===== config.mk =====
export PLATFORM = sky130hd
export DESIGN_NAME = latch_write_sequencer
export DESIGN_NICKNAME = d
export VERILOG_FILES = /design/src/rtl/lat_seq_pkg.sv /design/src/rtl/latch_write_sequencer_phase_timer.sv /design/src/rtl/latch_write_sequencer.sv
export SDC_FILE = /design/constraint.sdc
export NUM_CORES = 1
export LEC_CHECK = 0
export BUFFER_PORTS_ARGS = -buffer_cell sky130_fd_sc_hd__buf_4
export CAP_MARGIN = 20
export CORE_ASPECT_RATIO = 2
export CORE_UTILIZATION = 35
export CTS_BUF_LIST = sky130_fd_sc_hd__clkbuf_16
export DETAILED_ROUTE_END_ITERATION = 10
export HOLD_SLACK_MARGIN = 0.03
export SLEW_MARGIN = 20
export SYNTH_ARGS = -nofsm -noshare
export SYNTH_HDL_FRONTEND = slang
export SYNTH_HIERARCHICAL = 1
export SYNTH_SLANG_ARGS = --single-unit

===== constraint.sdc =====
create_clock -name clk -period 1.88 [get_ports clk]
set_clock_uncertainty 0.15 [all_clocks]
set_input_delay 0.376 -clock clk [delete_from_list [all_inputs] [get_ports clk]]
set_output_delay 0.376 -clock clk [all_outputs]
set_load 0.01 [all_outputs]

===== src/rtl/lat_seq_pkg.sv =====
// Shared types and constants for the gated-latch write sequencer: FSM state
// encoding, default phase lengths and a constant clog2 helper.
package lat_seq_pkg;

    typedef enum logic [2:0] {
        IDLE  = 3'd0,
        SETUP = 3'd1,
        GATE  = 3'd2,
        HOLD  = 3'd3,
        DONE  = 3'd4
    } state_e;

    localparam int DEF_DATA_W    = 8;
    localparam int DEF_NUM_LATCH = 4;
    localparam int DEF_SETUP_CYC = 1;
    localparam int DEF_GATE_CYC  = 2;
    localparam int DEF_HOLD_CYC  = 1;

    function automatic int clog2(input int value);
        int r;
        r = 0;
        while ((32'sd1 <<< r) < value) begin
            r = r + 1;
        end
        return r;
    endfunction

    function automatic int max3(input int a, input int b, input int c);
        int m;
        m = (a > b) ? a : b;
        return (m > c) ? m : c;
    endfunction

endpackage


===== src/rtl/latch_write_sequencer_phase_timer.sv =====
// Loadable down-counter used to time every sequencer phase; zero marks the
// last cycle of the current phase.
module phase_timer #(
    parameter int CNT_W = 2
) (
    input  logic             clk,
    input  logic             reset,
    input  logic             load,
    input  logic [CNT_W-1:0] load_val,
    output logic             zero
);

    logic [CNT_W-1:0] count_r;

    // Counter: reload on phase entry, otherwise count down and stick at zero
    always_ff @(posedge clk or posedge reset) begin
        if (reset) begin
            count_r <= '0;
        end else if (load) begin
            count_r <= load_val;
        end else if (count_r != '0) begin
            count_r <= count_r - CNT_W'(1);
        end else begin
            count_r <= count_r;
        end
    end

    assign zero = (count_r == '0);

endmodule


===== src/rtl/latch_write_sequencer.sv =====
// Phased write of one gated latch: data setup, gate window, data hold, done.
// Optional build macro LATCH_READBACK_EN adds lat_q and a readback compare.
module latch_write_sequencer
    import lat_seq_pkg::*;
#(
    parameter int DATA_W    = DEF_DATA_W,
    parameter int NUM_LATCH = DEF_NUM_LATCH,
    parameter int SETUP_CYC = DEF_SETUP_CYC,
    parameter int GATE_CYC  = DEF_GATE_CYC,
    parameter int HOLD_CYC  = DEF_HOLD_CYC,
    localparam int ADDR_W   = (NUM_LATCH > 1) ? clog2(NUM_LATCH) : 1
) (
    input  logic                        clk,
    input  logic                        reset,
`ifdef LATCH_READBACK_EN
    input  logic [NUM_LATCH*DATA_W-1:0] lat_q,
`endif
    input  logic                        wr_valid,
    output logic                        wr_ready,
    input  logic [ADDR_W-1:0]           wr_addr,
    input  logic [DATA_W-1:0]           wr_data,
    output logic [DATA_W-1:0]           lat_d,
    output logic [NUM_LATCH-1:0]        lat_gate,
    output logic                        busy,
    output logic                        done,
    output logic                        err
);

    localparam int CNT_W = clog2(max3(SETUP_CYC, GATE_CYC, HOLD_CYC)) + 1;

    state_e                 state_r;
    state_e                 next_state_s;
    logic                   load_s;
    logic [CNT_W-1:0]       load_val_s;
    logic                   zero_s;
    logic                   accept_s;
    logic [ADDR_W-1:0]      addr_r;
    logic [31:0]            addr_ext_s;
    logic                   addr_oor_s;
    logic [NUM_LATCH-1:0]   gate_dec_s;
    logic                   err_cond_s;
    logic                   wr_ready_r;
    logic [DATA_W-1:0]      lat_d_r;
    logic [NUM_LATCH-1:0]   lat_gate_r;
    logic                   busy_r;
    logic                   done_r;
    logic                   err_r;

    phase_timer #(
        .CNT_W (CNT_W)
    ) u_timer (
        .clk      (clk),
        .reset    (reset),
        .load     (load_s),
        .load_val (load_val_s),
        .zero     (zero_s)
    );

    assign accept_s   = (state_r == IDLE) && wr_valid;
    assign addr_ext_s = 32'(addr_r);
    assign addr_oor_s = (addr_ext_s >= 32'(NUM_LATCH));

    // Next-state logic; the timer is reloaded with (length-1) on every entry
    always_comb begin
        next_state_s = state_r;
        load_s       = 1'b0;
        load_val_s   = '0;
        case (state_r)
            IDLE: begin
                if (wr_valid) begin
                    next_state_s = SETUP;
                    load_s       = 1'b1;
                    load_val_s   = CNT_W'(SETUP_CYC - 1);
                end else begin
                    next_state_s = IDLE;
                end
            end
            SETUP: begin
                if (zero_s) begin
                    next_state_s = GATE;
                    load_s       = 1'b1;
                    load_val_s   = CNT_W'(GATE_CYC - 1);
                end else begin
                    next_state_s = SETUP;
                end
            end
            GATE: begin
                if (zero_s) begin
                    next_state_s = HOLD;
                    load_s       = 1'b1;
                    load_val_s   = CNT_W'(HOLD_CYC - 1);
                end else begin
                    next_state_s = GATE;
                end
            end
            HOLD: begin
                if (zero_s) begin
                    next_state_s = DONE;
                    load_s       = 1'b1;
                end else begin
                    next_state_s = HOLD;
                end
            end
            DONE: begin
                next_state_s = IDLE;
                load_s       = 1'b1;
            end
            default: begin
                next_state_s = IDLE;
                load_s       = 1'b1;
            end
        endcase
    end

    // One-hot gate decode; an out-of-range index never raises any gate
    always_comb begin
        gate_dec_s = '0;
        if (addr_oor_s) begin
            gate_dec_s = '0;
        end else begin
            for (int i = 0; i < NUM_LATCH; i++) begin
                gate_dec_s[i] = (addr_ext_s == 32'(i));
            end
        end
    end

`ifdef LATCH_READBACK_EN
    logic [DATA_W-1:0] rb_word_s;

    // Select the addressed latch output for the readback compare
    always_comb begin
        rb_word_s = '0;
        for (int i = 0; i < NUM_LATCH; i++) begin
            if (addr_ext_s == 32'(i)) begin
                rb_word_s = lat_q[i*DATA_W +: DATA_W];
            end else begin
                rb_word_s = rb_word_s;
            end
        end
    end

    // lat_q is sampled during the last HOLD cycle, after the gate has closed
    assign err_cond_s = addr_oor_s || (rb_word_s != lat_d_r);
`else
    assign err_cond_s = addr_oor_s;
`endif

    // Registered outputs follow the state being entered, so they line up with it
    always_ff @(posedge clk or posedge reset) begin
        if (reset) begin
            state_r    <= IDLE;
            wr_ready_r <= 1'b1;
            lat_d_r    <= '0;
            lat_gate_r <= '0;
            busy_r     <= 1'b0;
            done_r     <= 1'b0;
            err_r      <= 1'b0;
            addr_r     <= '0;
        end else begin
            state_r    <= next_state_s;
            wr_ready_r <= (next_state_s == IDLE);
            busy_r     <= (next_state_s != IDLE);
            lat_gate_r <= (next_state_s == GATE) ? gate_dec_s : '0;
            done_r     <= (next_state_s == DONE);
            err_r      <= (next_state_s == DONE) && err_cond_s;
            if (accept_s) begin
                addr_r  <= wr_addr;
                lat_d_r <= wr_data;
            end else begin
                addr_r  <= addr_r;
                lat_d_r <= lat_d_r;
            end
        end
    end

    assign wr_ready = wr_ready_r;
    assign lat_d    = lat_d_r;
    assign lat_gate = lat_gate_r;
    assign busy     = busy_r;
    assign done     = done_r;
    assign err      = err_r;

endmodule


### Word level (Yosys, flattened, before mapping)

Index checks and enable logic that the tools add are counted.

* bits in registers: 23
* output and inout port bits: 16
* word-level logic and storage cells: 43

* add/sub/neg operators: 1
* reductions and logical operators: 10
* equal/unequal tests: 8
* order comparisons: 1
* mux-type cells: 14

Operators with widths (count)
* logical NOT 32 bit: 1
* one-hot mux 3 bit (4 select lines): 1
* equality test 3 x 2 -> 1 bit, second input constant: 3
* two-way mux 4 bit: 2
* logical NOT 3 bit: 2
* two-way mux 1 bit: 6
* two-way mux 2 bit: 3
* equality test 2 bit, second input constant: 2
* nonzero test 2 bit: 2
* equality test 3 x 1 -> 1 bit, second input constant: 1
* equality test 3 bit, second input constant: 1
* greater-or-equal comparator 2 x 3 -> 1 bit, second input constant: 1
* two-way mux 3 bit: 1
* nonzero test 3 bit: 1
* OR reduction 3 bit: 1
* equality test 2 x 1 -> 1 bit, second input constant: 1
* logical AND 1 bit: 2
* logical NOT 2 bit: 1
* one-hot mux 1 bit (2 select lines): 1
* subtractor 2 x 1 -> 2 bit, second input constant: 1

### Longest topological paths before layout

Gate-level depths: netlist (run 1).

* depth in word-level cells: 5
* mapped depth: 6
* gate-level depth less buffers: 6

### Cells and area by module

The synthesis (run 1) kept the hierarchy.

Modules (own cells, without submodules)
* latch_write_sequencer: instances 1, cells each 62, area an instance 838.3 um2
* phase_timer: instances 1, cells each 13, area an instance 127.6 um2

### Worst setup path before layout (run 1)

No wires, ideal clock.

* kind: reg2reg
* start point: register u_timer.count_r[1]
* end point: register lat_gate_r[0], in the netlist lat_gate[0]
* cell stages (with the launch flop): 5
* buffers on the path: 0
* path slack: 126 ps
* clock period less this slack: 1754 ps
* library setup time: 87 ps
* arrival time: 1517 ps
* cell sequence: dfrtp_1 > inv_1 > ha_1 > or4bb_4 > a211oi_2

* word-level cells in the longest chain between the ends: 5
* elaborated cells on any way between the ends: 7
* those cells by class: 1 x eq/ne; 5 x mux; 1 x reduce/logical

Ends and longest elaborated chain
* from (decl): RTL line latch_write_sequencer_phase_timer.sv:13 `logic [CNT_W-1:0] count_r;`
* from (signal assigned): RTL line latch_write_sequencer_phase_timer.sv:20 `count_r <= load_val;`
* from (signal assigned): RTL line latch_write_sequencer_phase_timer.sv:22 `count_r <= count_r - CNT_W'(1);`
* from (signal assigned): RTL line latch_write_sequencer_phase_timer.sv:24 `count_r <= count_r;`
* logical NOT 2 bit *: RTL line latch_write_sequencer_phase_timer.sv:28 `assign zero = (count_r == '0);`
* named net zero_s: RTL line latch_write_sequencer.sv:35 `logic zero_s;`
* two-way mux 3 bit (tied with other cells): RTL line latch_write_sequencer.sv:97 `if (zero_s) begin`
* one-hot mux 3 bit (4 select lines) *: RTL line latch_write_sequencer.sv:68 `case (state_r)`
* equality test 3 x 2 -> 1 bit *: RTL line latch_write_sequencer.sv:163 `lat_gate_r <= (next_state_s == GATE) ? gate_dec_s : '0;`
* two-way mux 4 bit *: RTL line latch_write_sequencer.sv:163
* to (signal assigned): RTL line latch_write_sequencer.sv:163
* to (decl): RTL line latch_write_sequencer.sv:44 `logic [NUM_LATCH-1:0] lat_gate_r;`

The timed path passes the listed nets; every way through them passes the cells marked *.
A chain may end at the register's enable or synchronous reset.

### Final worst setup path (run 1)

* start point: register u_timer.count_r[1]
* end point: register u_timer.count_r[0]

* word-level cells in the longest chain between the ends: 4
* elaborated cells on any way between the ends: 8
* those cells by class: 5 x mux; 3 x reduce/logical

Ends and longest elaborated chain
* logical NOT 2 bit: RTL line latch_write_sequencer_phase_timer.sv:28
* named net zero_s: RTL line latch_write_sequencer.sv:35
* two-way mux 1 bit: RTL line latch_write_sequencer.sv:79 `if (zero_s) begin`
* two-way mux 1 bit
* named net load_val_s[0]: RTL line latch_write_sequencer.sv:34 `logic [CNT_W-1:0] load_val_s;`
* two-way mux 2 bit: RTL line latch_write_sequencer_phase_timer.sv:19 `end else if (load) begin`

The timed path passes the listed nets, and every way through them passes these cells.

==> results.yml, run 1 <==
outcome:
  outcome: "finished clean"
yosys:
  seq_area_frac_synth: 0.5712
  synthesis.yosys.warnings: 6
  post_synth_fa_ha_maj_area_fraction: 0.01295
  combinational_family_with_the_most_area_after_synthesis: "simple AND/OR/NAND/NOR gates"
  netlist_instances: 75
  synth-compound-area-share: 0.09715
  synth.avg_cell_area_um2: 12.88
  synth-simple-area-share: 0.1412
  synth_xor_area_frac: 0.009067
  number_of_synthesized_register_bits: 22
  synth_mux_area_frac: 0.1166
  syn-cell-area_um2: 965.9
  synth.distinct_cells: 30
setup_path:
  critical_path.max_fanout: 6
  critical_path_depth: 6
  cp-start-kind: "flip-flop"
  arrival_time_at_the_worst_endpoint_ns: 1.74
  critical_path_class: "reg -> reg"
  critical-path-top-delay-family: "simple AND/OR/NAND/NOR gates"
  crit_top_cell: "sky130_fd_sc_hd__inv_1"
  crit_chain: "inv_1 -> ha_1 -> or4bb_4 -> inv_1 -> nand2_1 -> o21ai_0"
  timing.critical_path.slowest_cell_delay_ns: 0.59
  count_of_buffer_and_inverter_cells_on_the_critical_path: 2
  r2r.worst_path.cells: 6
  endpoint_kind: "flip-flop"
  crit_required_ns: 1.89
  critical-path-slowest-cell: "sky130_fd_sc_hd__or4bb_4"
clocking:
  numCtsBuffers: 3
  clock_latency_on_the_worst_skew_pair_ns: 0.25
  cts_hold_buf: 1
  post_cts_buffers: 0
  clock_sinks: 22
  clkTransAtPathRegs_ns: 0.05
  cts-htree-levels: 1
  clock_tree.buffer_depth: 2
  root_buffer: "sky130_fd_sc_hd__clkbuf_16"
  postCtsResizedCells: 0
  cts_tree: "built"
detailed_routing:
  drt_drc_violations_left: 0
  met3_length_um: 108
  routed_wl_mm: 1.588
  dr_wl_met2_um: 893
  post_drt_wl_per_cell_um: 11.76
  ant_nets: 0
  dr.pass1.iters: 4
  routed-via-count: 639
  detailedRoute.firstIterationViolations: 8
  maxUsedRoutingLayer: "met4"
  routedLengthMet1_um: 562
  route.detailed.vias_per_inst: 4.733
floorplan:
  pin_count: 29
  row_count: 26
  initial_utilization: 0.3759
  die_area_um2: 2986
  fp.dieW_um: 39.15
  floorplan.core_area_um2: 2570
  floorplan.die.height_um: 76.29
sta:
  fin_ws_ns: 0.1545
  setup_violations: 0
  max_clock_freq_mhz: 579.5
  hold_viol: 0
  setup-tns-final_ns: 0
  worst_hold_slack_ns: 0.2071
  period_needed_ns: 1.726
  final_max_tran_viols: 0
  rsz0062_at_grt: "false"
  period_share: 0.9178
cells_and_area:
  final_layout_size_suffix_gt1_frac: 0.5234
  utilization: 0.5078
  area.sequential_um2: 551.8
  fillcell_total: 214
  relative_area_change_from_synthesis_to_final_layout_pct: 35.10
  final_cells: 135
  final_net_count: 122
  n_antenna_cell: 0
  area_of_combinational_cells_with_multiple_inputs_um2: 377.9
  layout_cell_area_excl_fill_um2: 1305
grt:
  grt_first_pass_wirelength_mm: 2.622
  first_global_vias: 627
  gr-total-overflow: 0
  grt_max_degree: 21
  initial_antenna_violation_count: 0
  grt_util_all_layers: 0.1242
place:
  placement.cell_area_um2: 1216
  detailed_place_hpwl_mm: 1.299
  i_o_buffers: 27
  dpl_worst_slack_ns: 0.1599
  gpl.final_weighted_congestion: 0.7478
  numPlacedInstances: 130
min_path:
  hold-path-cell-count: 2
  hold_path_class: "in -> reg"
run:
  cap_viol_max_count: 0
power_and_ir_drop:
  overall_power_mw: 2.224
  power.static_leakage_nw: 0.6343
  pwr_density_cell_nw_per_um2: 1704
  power.ir.vdd_worst_v: 0.0008196
cells in the mapped netlist:
library cell / number / share of area
sky130_fd_sc_hd__or2_2: 1 / 0.0065
sky130_fd_sc_hd__buf_2: 2 / 0.010
sky130_fd_sc_hd__and4b_2: 2 / 0.023
sky130_fd_sc_hd__nand3b_1: 1 / 0.0078
sky130_fd_sc_hd__nor3_1: 1 / 0.0052
sky130_fd_sc_hd__mux2_2: 10 / 0.12
sky130_fd_sc_hd__or4b_4: 1 / 0.014
sky130_fd_sc_hd__nor4b_1: 1 / 0.0091
sky130_fd_sc_hd__ha_1: 1 / 0.013
sky130_fd_sc_hd__o21bai_1: 2 / 0.016
sky130_fd_sc_hd__o21ba_2: 1 / 0.010
sky130_fd_sc_hd__dfrtp_1: 21 / 0.54
sky130_fd_sc_hd__nor2b_1: 1 / 0.0065
sky130_fd_sc_hd__or4bb_4: 1 / 0.016
sky130_fd_sc_hd__clkbuf_2: 2 / 0.010
sky130_fd_sc_hd__buf_4: 1 / 0.0078
sky130_fd_sc_hd__xor2_1: 1 / 0.0091
sky130_fd_sc_hd__a21bo_2: 1 / 0.010
sky130_fd_sc_hd__conb_1: 1 / 0.0039
sky130_fd_sc_hd__nand2b_1: 3 / 0.019
sky130_fd_sc_hd__inv_1: 5 / 0.019
sky130_fd_sc_hd__o21ai_0: 1 / 0.0052
sky130_fd_sc_hd__nand2_1: 3 / 0.012
sky130_fd_sc_hd__a221oi_1: 1 / 0.0091
sky130_fd_sc_hd__nor2_1: 2 / 0.0078
sky130_fd_sc_hd__a21oi_1: 4 / 0.021
sky130_fd_sc_hd__nor2b_4: 1 / 0.014
sky130_fd_sc_hd__a211oi_2: 1 / 0.013
sky130_fd_sc_hd__o31ai_2: 1 / 0.013
sky130_fd_sc_hd__dfstp_2: 1 / 0.027
cells by family after synthesis:
logic type / Yosys count
muxes: 10
buffers and inverters: 10
other: 1
AOI/OAI and AO/OA: 12
DFF: 22
and+or+nand+nor: 18
xor gates and xnor gates: 1
adders and majority gates: 1
layout make-up:
| class | instances | share of cell area |
|---|---|---|
| Clock buffer | 3 | 0.05753 |
| Clock inverter | 1 | 0.002876 |
| Inverter | 5 | 0.01438 |
| Multi-Input combinational cell | 44 | 0.2895 |
| Sequential cell | 22 | 0.4228 |
| Tap cell | 28 | 0.02685 |
| Timing Repair Buffer | 32 | 0.1860 |
final timing paths:
path / endpoint / slack, ns / start
max reg2reg: u_timer/count_r[0] / 0.15 / u_timer/count_r[1]
min reg2reg: lat_gate[0] / 0.34 / addr_r[0]
max: u_timer/count_r[0] / 0.15 / u_timer/count_r[1]
min in group asynchronous: u_timer/count_r[0] / 0.39 / reset
max in group asynchronous: wr_ready / 0.76 / reset
min: addr_r[0] / 0.21 / wr_addr[0]
metal layers:
metal / global-route usage / vias to the layer above
li1: - / 315
met1: 0.1291 / 296
met2: 0.2150 / 26
met3: 0.02624 / 2
met4: 0.06207 / 0
met5: 0 / -
power by group:
part | leakage (nW) | internal, mW | switching (mW)
Sequential | 0.269 | 0.695 | 0.163
Clock | 0.0423 | 0.283 | 0.148
Combinational | 0.323 | 0.555 | 0.380
cells in the final DEF (no fill, tap or decap), types with 2 or more instances in the layout:
cell and n:
sky130_fd_sc_hd__clkbuf_16 3, sky130_fd_sc_hd__nor2_1 2, sky130_fd_sc_hd__inv_1 6, sky130_fd_sc_hd__dfrtp_1 21, sky130_fd_sc_hd__and4b_2 2, sky130_fd_sc_hd__conb_1 2, sky130_fd_sc_hd__buf_4 31, sky130_fd_sc_hd__o21bai_1 2
sky130_fd_sc_hd__mux2_2 10, sky130_fd_sc_hd__a21oi_1 4, sky130_fd_sc_hd__nand2_1 3, sky130_fd_sc_hd__nand2b_1 3
sequential cells by signal, indices dropped and copies added (netlist names):
signal           cells
addr_r               2
busy                 1
done                 1
lat_d                8
lat_gate             4
state_r              3
u_timer/count_r      2
wr_ready             1
worst reg2reg max path, cell delays in order (launching register included):
cell and delay (ns):
sky130_fd_sc_hd__dfrtp_1 0.40, sky130_fd_sc_hd__inv_1 0.07, sky130_fd_sc_hd__ha_1 0.22, sky130_fd_sc_hd__or4bb_4 0.59, sky130_fd_sc_hd__inv_1 0.08, sky130_fd_sc_hd__nand2_1 0.04, sky130_fd_sc_hd__o21ai_0 0.09
Power figures use the tool's default switching activity.
==> run 2, diff against run 1 <==
Settings changed: CORE_ASPECT_RATIO 2 to unset, SYNTH_HIERARCHICAL 1 to unset.
==> run 2 against run 1 <==
  * Sequential share of layout area increased by 2.7 points
  * Power shrank 6.6%
  * Fmax increased by 10%
  * Synthesized area fell by 6.2%
  * Critical path type unchanged
  * Critical endpoint is now lat_gate[1]
  * Largest power group is now registers
==> results.yml, run 2 <==
cells_and_area:
  utilization: 0.4995
  area_of_combinational_cells_with_multiple_inputs_um2: 311.5
  final_common_cell: "sky130_fd_sc_hd__buf_4"
  relative_area_change_from_synthesis_to_final_layout_pct: 35.36
  largest_register_ff_count: 8
  final_layout_size_suffix_gt1_frac: 0.4653
  area.sequential_um2: 551.8
  n_antenna_cell: 0
  fillcell_total: 223
  final_net_count: 116
  layout.cells.most_common_list: "sky130_fd_sc_hd__buf_4 (29), sky130_fd_sc_hd__dfrtp_1 (21), sky130_fd_sc_hd__mux2_2 (10)"
clocking:
  post_cts_buffers: 0
  clock_sinks: 22
  clock_tree.buffer_depth: 2
  numCtsBuffers: 3
  cts_hold_buf: 1
  cts_tree: "built"
  postCtsResizedCells: 0
  clock_latency_on_the_worst_skew_pair_ns: 0.25
  clkTransAtPathRegs_ns: 0.06
  cts-htree-levels: 1
  root_buffer: "sky130_fd_sc_hd__clkbuf_16"
yosys:
  postSynthNetCount: 86
  synth.avg_cell_area_um2: 12.58
  syn-cell-area_um2: 905.9
  post_synth_main_area_contributors: "sky130_fd_sc_hd__dfrtp_1 (58%), sky130_fd_sc_hd__mux2_2 (12%), sky130_fd_sc_hd__dfstp_2 (2.9%)"
  synthesis.yosys.warnings: 0
  synth_enable_flop_cells: 0
  synth.distinct_cells: 25
  synth_top_area_frac: 0.5801
  number_of_synthesized_register_bits: 22
  seq_area_frac_synth: 0.6091
  postSynth.topFlopCell: "sky130_fd_sc_hd__dfrtp_1"
  synth_area_leader_cell: "sky130_fd_sc_hd__dfrtp_1"
  synthArstFlopShare: 1.000
  netlist_instances: 72
  yosys-top-cells-count: "sky130_fd_sc_hd__dfrtp_1 (21), sky130_fd_sc_hd__mux2_2 (10), sky130_fd_sc_hd__inv_1 (5), sky130_fd_sc_hd__nor2_1 (5), sky130_fd_sc_hd__nor3_1 (4)"
  yosysMostFrequentCell: "sky130_fd_sc_hd__dfrtp_1"
sta:
  period_share: 0.8330
  final_max_tran_viols: 0
  setup-tns-final_ns: 0
  fin_ws_ns: 0.3140
  setup_violations: 0
  hold_viol: 0
  rsz0062_at_grt: "false"
  max_clock_freq_mhz: 638.6
  period_needed_ns: 1.566
setup_path:
  arrival_time_at_the_worst_endpoint_ns: 1.57
  cp-start-kind: "flip-flop"
  critical_path.max_fanout: 9
  crit_required_ns: 1.88
  critical_path_class: "reg -> reg"
  endpoint_kind: "flip-flop"
floorplan:
  row_count: 18
  fp.dieW_um: 52.88
  pin_count: 29
  floorplan.core_area_um2: 2455
  initial_utilization: 0.3690
  floorplan.die.height_um: 52.88
  die_area_um2: 2796
grt:
  grt_max_degree: 23
  gr-total-overflow: 0
  grt_util_all_layers: 0.1081
  first_global_vias: 532
  initial_antenna_violation_count: 0
  grt_first_pass_wirelength_mm: 2.214
place:
  i_o_buffers: 27
  dpl_worst_slack_ns: 0.3178
  gpl.final_weighted_congestion: 0.7598
  detailed_place_hpwl_mm: 1.030
power_and_ir_drop:
  power.ir.vdd_worst_v: 0.0009753
  power_share_of_the_sequential_group: 0.410
  power_switching_mw: 0.6515
  combinationalPowerShare: 0.381
  overall_power_mw: 2.078
  fraction_of_power_spent_switching_nets: 0.3135
  power.clock.fraction: 0.209
  pwr_density_cell_nw_per_um2: 1695
  power_report.internal_total_mw: 1.426
  power.static_leakage_nw: 0.5856
detailed_routing:
  post_drt_wl_per_cell_um: 10.82
  drt_drc_violations_left: 0
  route.detailed.vias_per_inst: 4.626
  detailedRoute.firstIterationViolations: 6
  ant_nets: 0
  routed-via-count: 606
  routed_wl_mm: 1.417
  dr.pass1.iters: 4
outcome:
  outcome: "finished clean"
min_path:
  hold_path_class: "in -> reg"
run:
  cap_viol_max_count: 0
==> run 2: changes by cell type after synthesis, sizes merged, moves of 2 or more <==
cell    delta
o21bai     -2
nor2b      -2
nor3       +4
nor2       +3
clkbuf     +2
and4b      -2
buf        -2
nor3b      +2
a21oi      -2
==> run 2: power groups by stage <==
stage	logic [mW]	clock network, mW	registers, mW
floorplan	0.500	0	0.850
global placement	0.787	0	0.856
detailed placement	0.799	0	0.858
CTS	0.804	0.448	0.854
global route	0.869	0.468	0.879
finish	0.792	0.434	0.851
==> run 2: metrics by stage <==
step	instances	instance area, um^2	hold WS [ns]
after floorplan	72	905.9	0.2145
after global placement	126	1137	0.2838
after detailed placement	126	1137	0.2858
after CTS	131	1226	0.2062
after global routing	131	1226	0.2077
final	131	1226	0.2087
==> run 2: worst paths after layout <==
check	from	end	slack (ns)	cells after the start
max in group asynchronous	reset	wr_ready	0.74	4
worst max register to register	u_timer.count_r[0]	lat_gate[1]	0.31	5
worst min-delay path	wr_addr[1]	addr_r[1]	0.21	2
worst max-delay path	u_timer.count_r[0]	lat_gate[1]	0.31	5
worst min register to register	addr_r[1]	lat_gate[1]	0.35	1
min in group asynchronous	reset	lat_d[4]	0.57	4
==> run 2: metal layers <==
layer / GRT usage / vias to the layer above / wire length (um)
met3: 0.02586 / 0 / 71
met2: 0.1624 / 18 / 672
met1: 0.1552 / 291 / 673
met5: 0 / - / 0
met4: 0.02632 / 0 / 0
li1: - / 297 / -
==> run 2: worst max-delay path: stages (launching register included) <==
cell                       delay (ns)
sky130_fd_sc_hd__dfrtp_1         0.37
sky130_fd_sc_hd__inv_1           0.07
sky130_fd_sc_hd__ha_1            0.31
sky130_fd_sc_hd__and4bb_2        0.26
sky130_fd_sc_hd__nor2_1          0.07
sky130_fd_sc_hd__nor3b_1         0.24
==> run 2: cell type report <==
| type | instances | share of cell area |
|---|---|---|
| Multi-Input combinational cell | 40 | 0.2541 |
| Clock buffer | 3 | 0.06122 |
| Timing Repair Buffer | 30 | 0.1857 |
| Clock inverter | 1 | 0.003061 |
| Tap cell | 30 | 0.03061 |
| Sequential cell | 22 | 0.4500 |
| Inverter | 5 | 0.01531 |
==> run 2: cell families after synthesis <==
kind of cell | share of synthesized area
muxes | 0.1243
and+or+nand+nor | 0.1547
xor gates and xnor gates | 0.009670
DFF | 0.6091
AOI/OAI and AO/OA | 0.03730
buffers and inverters | 0.04696
other | 0.004140
adders and majority gates | 0.01381
